[src/rtl/term_pkg.sv]
// Shared types and constants for the text-terminal controller.
package term_pkg;

   typedef enum logic [1:0] {
      INIT  = 2'd0,
      IDLE  = 2'd1,
      EXEC  = 2'd2,
      CLEAR = 2'd3
   } state_t;

   localparam logic [7:0] SPACE = 8'h20;
   localparam logic [7:0] BS    = 8'h08;
   localparam logic [7:0] LF    = 8'h0A;
   localparam logic [7:0] CR    = 8'h0D;

   localparam int DEF_COLS = 70;
   localparam int DEF_ROWS = 30;

   // Port widths for the column and row buses.
   localparam int X_W = 7;
   localparam int Y_W = 5;

   // Visible ASCII range that gets written to the screen.
   function automatic logic is_print(input logic [7:0] c);
      return (c >= 8'h20) && (c <= 8'h7E);
   endfunction

endpackage

[src/rtl/term_blink.sv]
// Cursor blink generator: toggles cur_on every BLINK_CYCLES clocks,
// restart forces the cursor visible and restarts the half-period.
module term_blink #(
   parameter int BLINK_CYCLES = 25_000_000
) (
   input  logic clock,
   input  logic reset,
   input  logic restart,
   output logic cur_on
);

   localparam int CNT_W = (BLINK_CYCLES > 2) ? $clog2(BLINK_CYCLES) : 1;
   localparam logic [CNT_W-1:0] CNT_MAX = CNT_W'(BLINK_CYCLES - 1);

   logic [CNT_W-1:0] cnt;

   // Half-period counter; phase flips on wrap, a typed char shows the cursor at once.
   always_ff @(posedge clock or negedge reset) begin
      if (!reset) begin
         cnt    <= '0;
         cur_on <= 1'b1;
      end else if (restart) begin
         cnt    <= '0;
         cur_on <= 1'b1;
      end else if (cnt == CNT_MAX) begin
         cnt    <= '0;
         cur_on <= ~cur_on;
      end else begin
         cnt    <= cnt + 1'b1;
      end
   end

endmodule

[src/rtl/term_ctrl.sv]
// Text-terminal controller: accepts ASCII characters, writes the character
// video memory, keeps the cursor and the hardware scroll offset.
module term_ctrl
   import term_pkg::*;
#(
   parameter int COLS         = DEF_COLS,
   parameter int ROWS         = DEF_ROWS,
   parameter int BLINK_CYCLES = 25_000_000
) (
   input  logic           clock,
   input  logic           reset,
   input  logic           ch_valid,
   input  logic [7:0]     ch_data,
   output logic           ch_ready,
   output logic           wr_en,
   output logic [X_W-1:0] wr_x,
   output logic [Y_W-1:0] wr_y,
   output logic [7:0]     wr_data,
   output logic [Y_W-1:0] scroll_base,
   output logic [X_W-1:0] cur_x,
   output logic [Y_W-1:0] cur_y,
   output logic           cur_on
);

   localparam logic [X_W-1:0] X_LAST = X_W'(COLS - 1);
   localparam logic [Y_W-1:0] Y_LAST = Y_W'(ROWS - 1);

   state_t         state_q, state_nx;
   logic [7:0]     ch_q, ch_nx;
   logic           wr_en_nx;
   logic [X_W-1:0] wr_x_nx, cur_x_nx;
   logic [Y_W-1:0] wr_y_nx, cur_y_nx, sb_nx;
   logic [7:0]     wr_data_nx;
   logic           accept;
   logic           newline;

   // Logical row to physical vmem row; the 6-bit sum cannot overflow.
   function automatic logic [Y_W-1:0] phys(input logic [Y_W-1:0] r,
                                           input logic [Y_W-1:0] base);
      logic [Y_W:0] s;
      s = {1'b0, r} + {1'b0, base};
      if (s >= (Y_W + 1)'(ROWS)) s = s - (Y_W + 1)'(ROWS);
      return s[Y_W-1:0];
   endfunction

   assign ch_ready = (state_q == IDLE);
   assign accept   = ch_valid && ch_ready;
   // Line feed, or a printable char landing in the last column.
   assign newline  = (ch_q == LF) || (is_print(ch_q) && (cur_x == X_LAST));

   // Next-state, write-port and cursor/scroll decode.
   always_comb begin
      state_nx   = state_q;
      ch_nx      = ch_q;
      wr_en_nx   = 1'b0;
      wr_x_nx    = wr_x;
      wr_y_nx    = wr_y;
      wr_data_nx = wr_data;
      cur_x_nx   = cur_x;
      cur_y_nx   = cur_y;
      sb_nx      = scroll_base;
      case (state_q)
         INIT: begin
            // wr_en is low only on the first INIT cycle after reset.
            if (!wr_en) begin
               wr_en_nx   = 1'b1;
               wr_x_nx    = '0;
               wr_y_nx    = '0;
               wr_data_nx = SPACE;
            end else if ((wr_x == X_LAST) && (wr_y == Y_LAST)) begin
               state_nx = IDLE;
            end else begin
               wr_en_nx = 1'b1;
               if (wr_x == X_LAST) begin
                  wr_x_nx = '0;
                  wr_y_nx = wr_y + 1'b1;
               end else begin
                  wr_x_nx = wr_x + 1'b1;
               end
            end
         end
         IDLE: begin
            // The cell write is issued here so it is visible during EXEC.
            if (ch_valid) begin
               ch_nx    = ch_data;
               state_nx = EXEC;
               if (is_print(ch_data)) begin
                  wr_en_nx   = 1'b1;
                  wr_x_nx    = cur_x;
                  wr_y_nx    = phys(cur_y, scroll_base);
                  wr_data_nx = ch_data;
               end else if (ch_data == BS) begin
                  if (cur_x != '0) begin
                     wr_en_nx   = 1'b1;
                     wr_x_nx    = cur_x - 1'b1;
                     wr_y_nx    = phys(cur_y, scroll_base);
                     wr_data_nx = SPACE;
                  end else if (cur_y != '0) begin
                     wr_en_nx   = 1'b1;
                     wr_x_nx    = X_LAST;
                     wr_y_nx    = phys(cur_y - 1'b1, scroll_base);
                     wr_data_nx = SPACE;
                  end
               end
            end
         end
         EXEC: begin
            state_nx = IDLE;
            if (newline) begin
               cur_x_nx = '0;
               if (cur_y != Y_LAST) begin
                  cur_y_nx = cur_y + 1'b1;
               end else begin
                  // Scroll: the old top row becomes the new bottom row and is blanked.
                  sb_nx      = (scroll_base == Y_LAST) ? '0 : scroll_base + 1'b1;
                  state_nx   = CLEAR;
                  wr_en_nx   = 1'b1;
                  wr_x_nx    = '0;
                  wr_y_nx    = scroll_base;
                  wr_data_nx = SPACE;
               end
            end else if (is_print(ch_q)) begin
               cur_x_nx = cur_x + 1'b1;
            end else if (ch_q == CR) begin
               cur_x_nx = '0;
            end else if (ch_q == BS) begin
               if (cur_x != '0) begin
                  cur_x_nx = cur_x - 1'b1;
               end else if (cur_y != '0) begin
                  cur_x_nx = X_LAST;
                  cur_y_nx = cur_y - 1'b1;
               end
            end
         end
         CLEAR: begin
            if (wr_x == X_LAST) begin
               state_nx = IDLE;
            end else begin
               wr_en_nx = 1'b1;
               wr_x_nx  = wr_x + 1'b1;
            end
         end
         default: state_nx = INIT;
      endcase
   end

   // State, write port, cursor and scroll registers.
   always_ff @(posedge clock or negedge reset) begin
      if (!reset) begin
         state_q     <= INIT;
         ch_q        <= '0;
         wr_en       <= 1'b0;
         wr_x        <= '0;
         wr_y        <= '0;
         wr_data     <= '0;
         cur_x       <= '0;
         cur_y       <= '0;
         scroll_base <= '0;
      end else begin
         state_q     <= state_nx;
         ch_q        <= ch_nx;
         wr_en       <= wr_en_nx;
         wr_x        <= wr_x_nx;
         wr_y        <= wr_y_nx;
         wr_data     <= wr_data_nx;
         cur_x       <= cur_x_nx;
         cur_y       <= cur_y_nx;
         scroll_base <= sb_nx;
      end
   end

   term_blink #(
      .BLINK_CYCLES(BLINK_CYCLES)
   ) u_blink (
      .clock  (clock),
      .reset  (reset),
      .restart(accept),
      .cur_on (cur_on)
   );

endmodule

[config.mk]
export PLATFORM = sky130hd
export DESIGN_NAME = term_ctrl
export DESIGN_NICKNAME = d
export VERILOG_FILES = /design/src/rtl/term_pkg.sv /design/src/rtl/term_blink.sv /design/src/rtl/term_ctrl.sv
export SDC_FILE = /design/constraint.sdc
export NUM_CORES = 1
export LEC_CHECK = 0
export BUFFER_PORTS_ARGS = -buffer_cell sky130_fd_sc_hd__buf_2
export CORE_UTILIZATION = 30
export CTS_BUF_LIST = sky130_fd_sc_hd__clkbuf_4
export DETAILED_ROUTE_END_ITERATION = 16
export GPL_TIMING_DRIVEN = 0
export HOLD_SLACK_MARGIN = 0.1
export PLACE_DENSITY = 0.5
export SLEW_MARGIN = 20
export SYNTH_ARGS = -nofsm -noshare
export SYNTH_HDL_FRONTEND = slang
export SYNTH_SLANG_ARGS = --single-unit
[constraint.sdc]
create_clock -name clock -period 9.3 [get_ports clock]
set_input_delay 0.93 -clock clock [delete_from_list [all_inputs] [get_ports clock]]
set_output_delay 0.93 -clock clock [all_outputs]
set_load 0.02 [all_outputs]
==> run metrics, run 1 <==
antenna viol nets, final 0; clk slew on worst S/H paths 150 ps; Leak Pwr approximately 2.6 nW; FFs w/ async S/R, synth 100%; drc violations 0; PortBufs 50; Bufs and invs on worst path 2; clock sink count 74; global route overflow 0; most common cell after layout, fill and taps aside dfrtp_1; root buf cell clkbuf_4; dominant cells by area after synthesis dfrtp_1, ha_1, nor2_1; R2R depth 11; Hold Crit Class in -> async; initial antenna violation count 1; skew final 28.5 ps; nets@finish 694; number of distinct library cells after synthesis 69; first-pass GRT wire length 23.2 mm; maxcap violations 0; critical-path maximum fanout 8; most frequent cells in the layout dfrtp_1, nor2_1, nand2_1, buf_2, o21ai_0; R2R setup slack about 5800 ps; Worst-Margin Slew 838 ps; Initial Util 30.9%; Max Clk Rate approximately 290 MHz; Max VDD drop approximately 0.000041 V; Setup violations, final 0; pin count of the biggest net entering global routing 52; worst stage delay on the critical path approximately 630 ps; fin crit share 37.5%; RePlAce Congestion 0.851; Setup crit end kind flop; WL/cell between 15 and 20 um; fin crit period 3490 ps; final non-filler cell total 876; Fill cells 1757; synthesized cell area between 5000 and 6000 um2; Post-Place Cell Area 5710 um2; Power Density roughly 96 nW/um2; DRT iter0 DRCs 277; CP Launch Point cur_y[0]$_DFFE_PN0P_; number of flops mapped to enable cells by yosys 0; run status completed; die area 17700 um2; RR Endpoint wr_y[4]$_DFFE_PN0P_; Yosys top cell by area dfrtp_1; dominant synthesized flop cell dfrtp_1; crit path capture wr_y[4]$_DFFE_PN0P_; post-cts resize count 0; Post-CTS Setup Bufs 0; RSZ-0062 raised after global routing false; Yosys reg bits 74; vias 4582; vias in the first global route 4499; share of cells above drive strength 1 roughly 17%; register area share after synthesis 35.9%; kind of critical path reg -> reg; Worst path slowest cell or4b_2; final number of hold-violating endpoints 0; H-tree levels 3; Post-Syn Instances between 500 and 600; gr usage total between 15 and 20%; Routed WL between 10 and 15 mm; Bufs on Longest Clock Path 2; critical path depth 11; detailed placement HPWL 10.4 mm; Avg Inst Size Synth 8.77 um2; die height 133 um; Cell Chain, Critical Path inv_1 > ha_1 > inv_1 > fa_1 > a21o_1 > a21oi_1 > xor2_1 > or4b_2 > o211ai_1 > a32oi_1 > o211ai_1; Vias per Instance 5.23; io pins 51; CTS buffer count 9; CP Launch Type flop; Site Rows 47; placed cells 859; Syn. warnings 0; Worst-Skew Late Latency 470 ps; syn nets 632; hold_buf cts 0; R2R Path Start cur_y[0]$_DFFE_PN0P_; share of the synthesized area in the top cell type roughly 35%; CTS tree yes; post-route cell area around 5900 um2; first drt pass iteration count 5; Syn-to-layout area delta 13.6%; relative max-transition margin 43.3%; Fin Setup TNS 0 ps; die width 133 um; max-slew violation count 0; crit-path leading delay family compound AO/OA/AOI/OAI gates; Hold Slack 356 ps; crit path DAT a little under 4000 ps; Crit path required time 9680 ps; core area about 17000 um2
==> worst min path at each step <==
stage                                          end  slack (ps)  cells after the start
after floorplan           u_blink.cnt[0]$_DFF_PN0_         450                      1
after global placement      wr_data[6]$_DFFE_PN0P_         460                      2
after detailed placement    wr_data[7]$_DFFE_PN0P_         470                      1
after CTS                     cur_x[5]$_DFFE_PN0P_         340                      1
after global routing          cur_x[6]$_DFFE_PN0P_         360                      1
final                         cur_x[5]$_DFFE_PN0P_         360                      1
==> synthesized netlist by cell type (3+ instances only) <==
cell type	instances
dfrtp_1	73
nor2_1	69
nand2_1	57
o21ai_0	49
nand3_1	34
ha_1	31
a21oi_1	25
xor2_1	23
inv_1	20
xnor2_1	19
nor3_1	14
and3_1	10
mux2_2	10
or2_2	9
nor2b_1	8
o31ai_1	8
a21o_1	7
clkbuf_1	7
nor4_1	7
a22oi_1	6
buf_2	6
mux2i_1	6
a211oi_1	5
a31oi_1	4
and4_1	4
buf_6	4
nand4_1	4
nor4b_1	4
o211ai_1	4
o22a_1	4
and2_1	3
o21bai_1	3
o41ai_1	3
or3_1	3
==> final cells by class <==
| cell class | count | area (um2) | share of cell area, % |
|---|---|---|---|
| Multi-Input combinational cell | 476 | 3110 | 53.1 |
| Buffer | 18 | 115 | 1.96 |
| Antenna cell | 1 | 2.50 | 0.0427 |
| Clock buffer | 9 | 67.6 | 1.15 |
| Timing Repair Buffer | 51 | 280 | 4.78 |
| Sequential cell | 74 | 1850 | 31.6 |
| Clock inverter | 7 | 77.6 | 1.32 |
| Tap cell | 220 | 275 | 4.70 |
| Inverter | 20 | 75.1 | 1.28 |
==> registers in the layout, indices dropped and copies added, names as in the netlist <==
name            cells
wr_x                7
wr_en               1
u_blink.cur_on      1
wr_y                5
scroll_base         5
wr_data             8
cur_y               5
state_q             2
u_blink.cnt        25
cur_x               7
ch_q                8
==> power by group <==
part	total [mW]	switching, mW	internal (mW)	leakage, nW
logic	0.0185	0.0132	0.00534	1.56
clock network	0.219	0.135	0.0843	0.0785
registers	0.322	0	0.322	0.991
==> routing by layer <==
layer  global-route usage (%)  wire length [um]  vias up
li1                         -                 -     2256
met2                     26.6              6460       89
met1                     21.3              6470     2211
met5                        0                 0        -
met4                     6.45               333        0
met3                     3.45               523       26
==> cell families after synthesis <==
logic type               share of synthesized area, %
AO/OA/AOI/OAI                                    18.2
multiplexers                                     3.35
flip-flops                                       35.9
adder cells (fa/ha/maj)                          8.30
AND/OR/NAND/NOR                                  23.4
buffers and inverters                            3.69
XOR/XNOR                                         7.14
==> per-stage QoR <==
step | setup WS [ps] | power [mW] | utilization [%]
after floorplan | 6170 | 0.333 | -
after global placement | 5910 | 0.345 | 34.0
after detailed placement | 5840 | 0.347 | 34.2
after CTS | 5800 | 0.571 | 35.1
after global routing | 5590 | 0.585 | 35.1
final | 5810 | 0.560 | 35.1
Power figures use the tool's default switching activity.
==> run 2: changes to the inputs <==
--- a/config.mk
+++ b/config.mk
@@ -11,7 +11,7 @@
 export DETAILED_ROUTE_END_ITERATION = 16
 export GPL_TIMING_DRIVEN = 0
 export HOLD_SLACK_MARGIN = 0.1
-export PLACE_DENSITY = 0.5
+export PLACE_DENSITY = 0.52
 export SLEW_MARGIN = 20
 export SYNTH_ARGS = -nofsm -noshare
 export SYNTH_HDL_FRONTEND = slang
==> constraint.sdc (replaced) <==
create_clock -name clock -period 3.2 [get_ports clock]
set_input_delay 0.32 -clock clock [delete_from_list [all_inputs] [get_ports clock]]
set_output_delay 0.32 -clock clock [all_outputs]
set_load 0.02 [all_outputs]
==> run 2 against run 1 <==
  * Design area is 1.6% higher
  * Count of clock-buffer cells in the layout up 1
  * Die area unchanged
  * Non-clock buffer count grew 5
  * Critical endpoint unchanged
==> run metrics, run 2 (synthesis gave the netlist of run 1 again) <==
fin crit period 2970 ps; Initial Util between 30% and 40%; first-pass GRT wire length around 22 mm; GR Util met3 3.10%; Crit path required time 3570 ps; Max VDD drop 0.000138 V; gr usage total 16.0%; clock sink count 74; skew final 17.8 ps; nets@finish 699; most frequent cells in the layout dfrtp_1, nor2_1, nand2_1, buf_2, o21ai_0; io pins 51; share of cells above drive strength 1 18.9%; Worst-Margin Slew between 700 and 800 ps; RePlAce Congestion 0.845; kind of critical path reg -> reg; final number of hold-violating endpoints 0; first drt pass iteration count 4; PortBufs 50; Routed WL 13.3 mm; run status completed; Site Rows 47; Power Density 283 nW/um2; vias around 4500; max-slew violation count 0; detailed placement HPWL 10.1 mm; die width between 100 and 150 um; critical-path maximum fanout 5; DRT iter0 DRCs between 200 and 300; post-route cell area just under 6000 um2; initial antenna violation count 1; CP Launch Type flop; CTS tree yes; CTS buffer count 9; Leak Pwr 2.67 nW; Post-Place Cell Area 5710 um2; die height 133 um; Hold Slack 146 ps; WL/cell between 15 and 20 um; Fin Setup TNS 0 ps; Regs by FF count u_blink.cnt x25, ch_q x8, wr_data x8; crit path DAT 3340 ps; Syn-to-layout area delta 15.5%; root buf cell clkbuf_4; core area 16700 um2; met1 Use GR between 10% and 20%; largest register by flop count u_blink.cnt; Top Usage Layer GRT met2; most common cell after layout, fill and taps aside dfrtp_1; vias in the first global route about 4500; die area approximately 18000 um2; clk slew on worst S/H paths about 140 ps; final non-filler cell total between 800 and 900; maxcap violations 0; drc violations 0; global route overflow 0; relative max-transition margin ~48%; Setup violations, final 0; Bufs on Longest Clock Path 2; RSZ-0062 raised after global routing false; Worst-Skew Late Latency about 460 ps; Hold Crit Class in -> reg; max FFs per register 25; fin crit share 92.8%; pin count of the biggest net entering global routing 56; antenna viol nets, final 0; Setup crit end kind flop; placed cells 859; Final Util 35.6%; Max Clk Rate 337 MHz; H-tree levels 3; Vias per Instance 5.14; grt met2 use 26.4%
-- run 2: cell types whose count changed in the layout (fill, tap and decap cells not counted), moves of 2 or more --
cell / before / now
buf_4: 1 / 4
clkinv_4: 3 / 1
dfrtp_1: 73 / 71
dfrtp_2: 0 / 2
dlygate4sd3_1: 0 / 2
ha_1: 31 / 29
inv_1: 20 / 17
inv_2: 0 / 3
-- run 2: path summary, 6_finish.rpt --
| kind | from | to | slack [ps] | cells past startpoint |
|---|---|---|---|---|
| max | cur_y[0]$_DFFE_PN0P_ | wr_y[4]$_DFFE_PN0P_ | 230 | 11 |
| max in group asynchronous | reset | u_blink.cur_on$_DFFE_PN1P_ | 2320 | 3 |
| min | ch_data[3] | ch_q[3]$_DFFE_PN0P_ | 150 | 2 |
| min in group asynchronous | reset | cur_x[6]$_DFFE_PN0P_ | 270 | 2 |
| min reg2reg | u_blink.cnt[0]$_DFF_PN0_ | u_blink.cnt[0]$_DFF_PN0_ | 500 | 1 |
| max reg2reg | cur_y[0]$_DFFE_PN0P_ | wr_y[4]$_DFFE_PN0P_ | 230 | 11 |
-- run 2: stage by stage --
stage,setup WS (ps),power [mW]
2_1_floorplan,70.0,0.967
3_3_place_gp,-171,1.00
3_5_place_dp,-193,1.01
4_1_cts,35.6,1.72
5_1_grt,0.411,1.76
6_report,229,1.68
-- run 2: repair_timing --
item	in CTS	in global routing
hold buffers	2	0
gates resized for setup	2	9
hold endpoints to repair	74	0
setup endpoints to repair	1	1
setup buffers	3	0
pin swaps	1	3
-- run 2: where the power goes --
group	switching (mW)	total, mW	internal [mW]
combinational	0.0393	0.0564	0.0171
sequential	0	0.935	0.935
clock	0.363	0.691	0.328
total	0.402	1.68	1.28
-- run 2: final cells by class --
type | count | area (um2)
diodes | 1 | 2.50
fillers | 1739 | 10700
well taps | 220 | 275
plain buffers | 18 | 115
clock buffers | 10 | 75.1
inverters | 20 | 75.1
flip-flops and latches | 74 | 1860
repair buffers | 56 | 323
multi-input cells | 476 | 3140
clock inverters | 6 | 90.1
-- run 2: critical path: stages (launching register included) --
cell and delay (ps):
dfrtp_2 430, inv_2 120, ha_4 230, inv_2 60, ha_1 250, a211oi_2 280
nor2_1 100, or2_2 340, or4b_2 610, o211ai_1 120, a32oi_1 150, o211ai_1 210
-- run 2: metal layers --
layer | vias to the layer above | wire (um)
met1 | 2158 | 6070
met3 | 29 | 440
met2 | 77 | 6390
met4 | 0 | 409
li1 | 2265 | -
met5 | - | 0
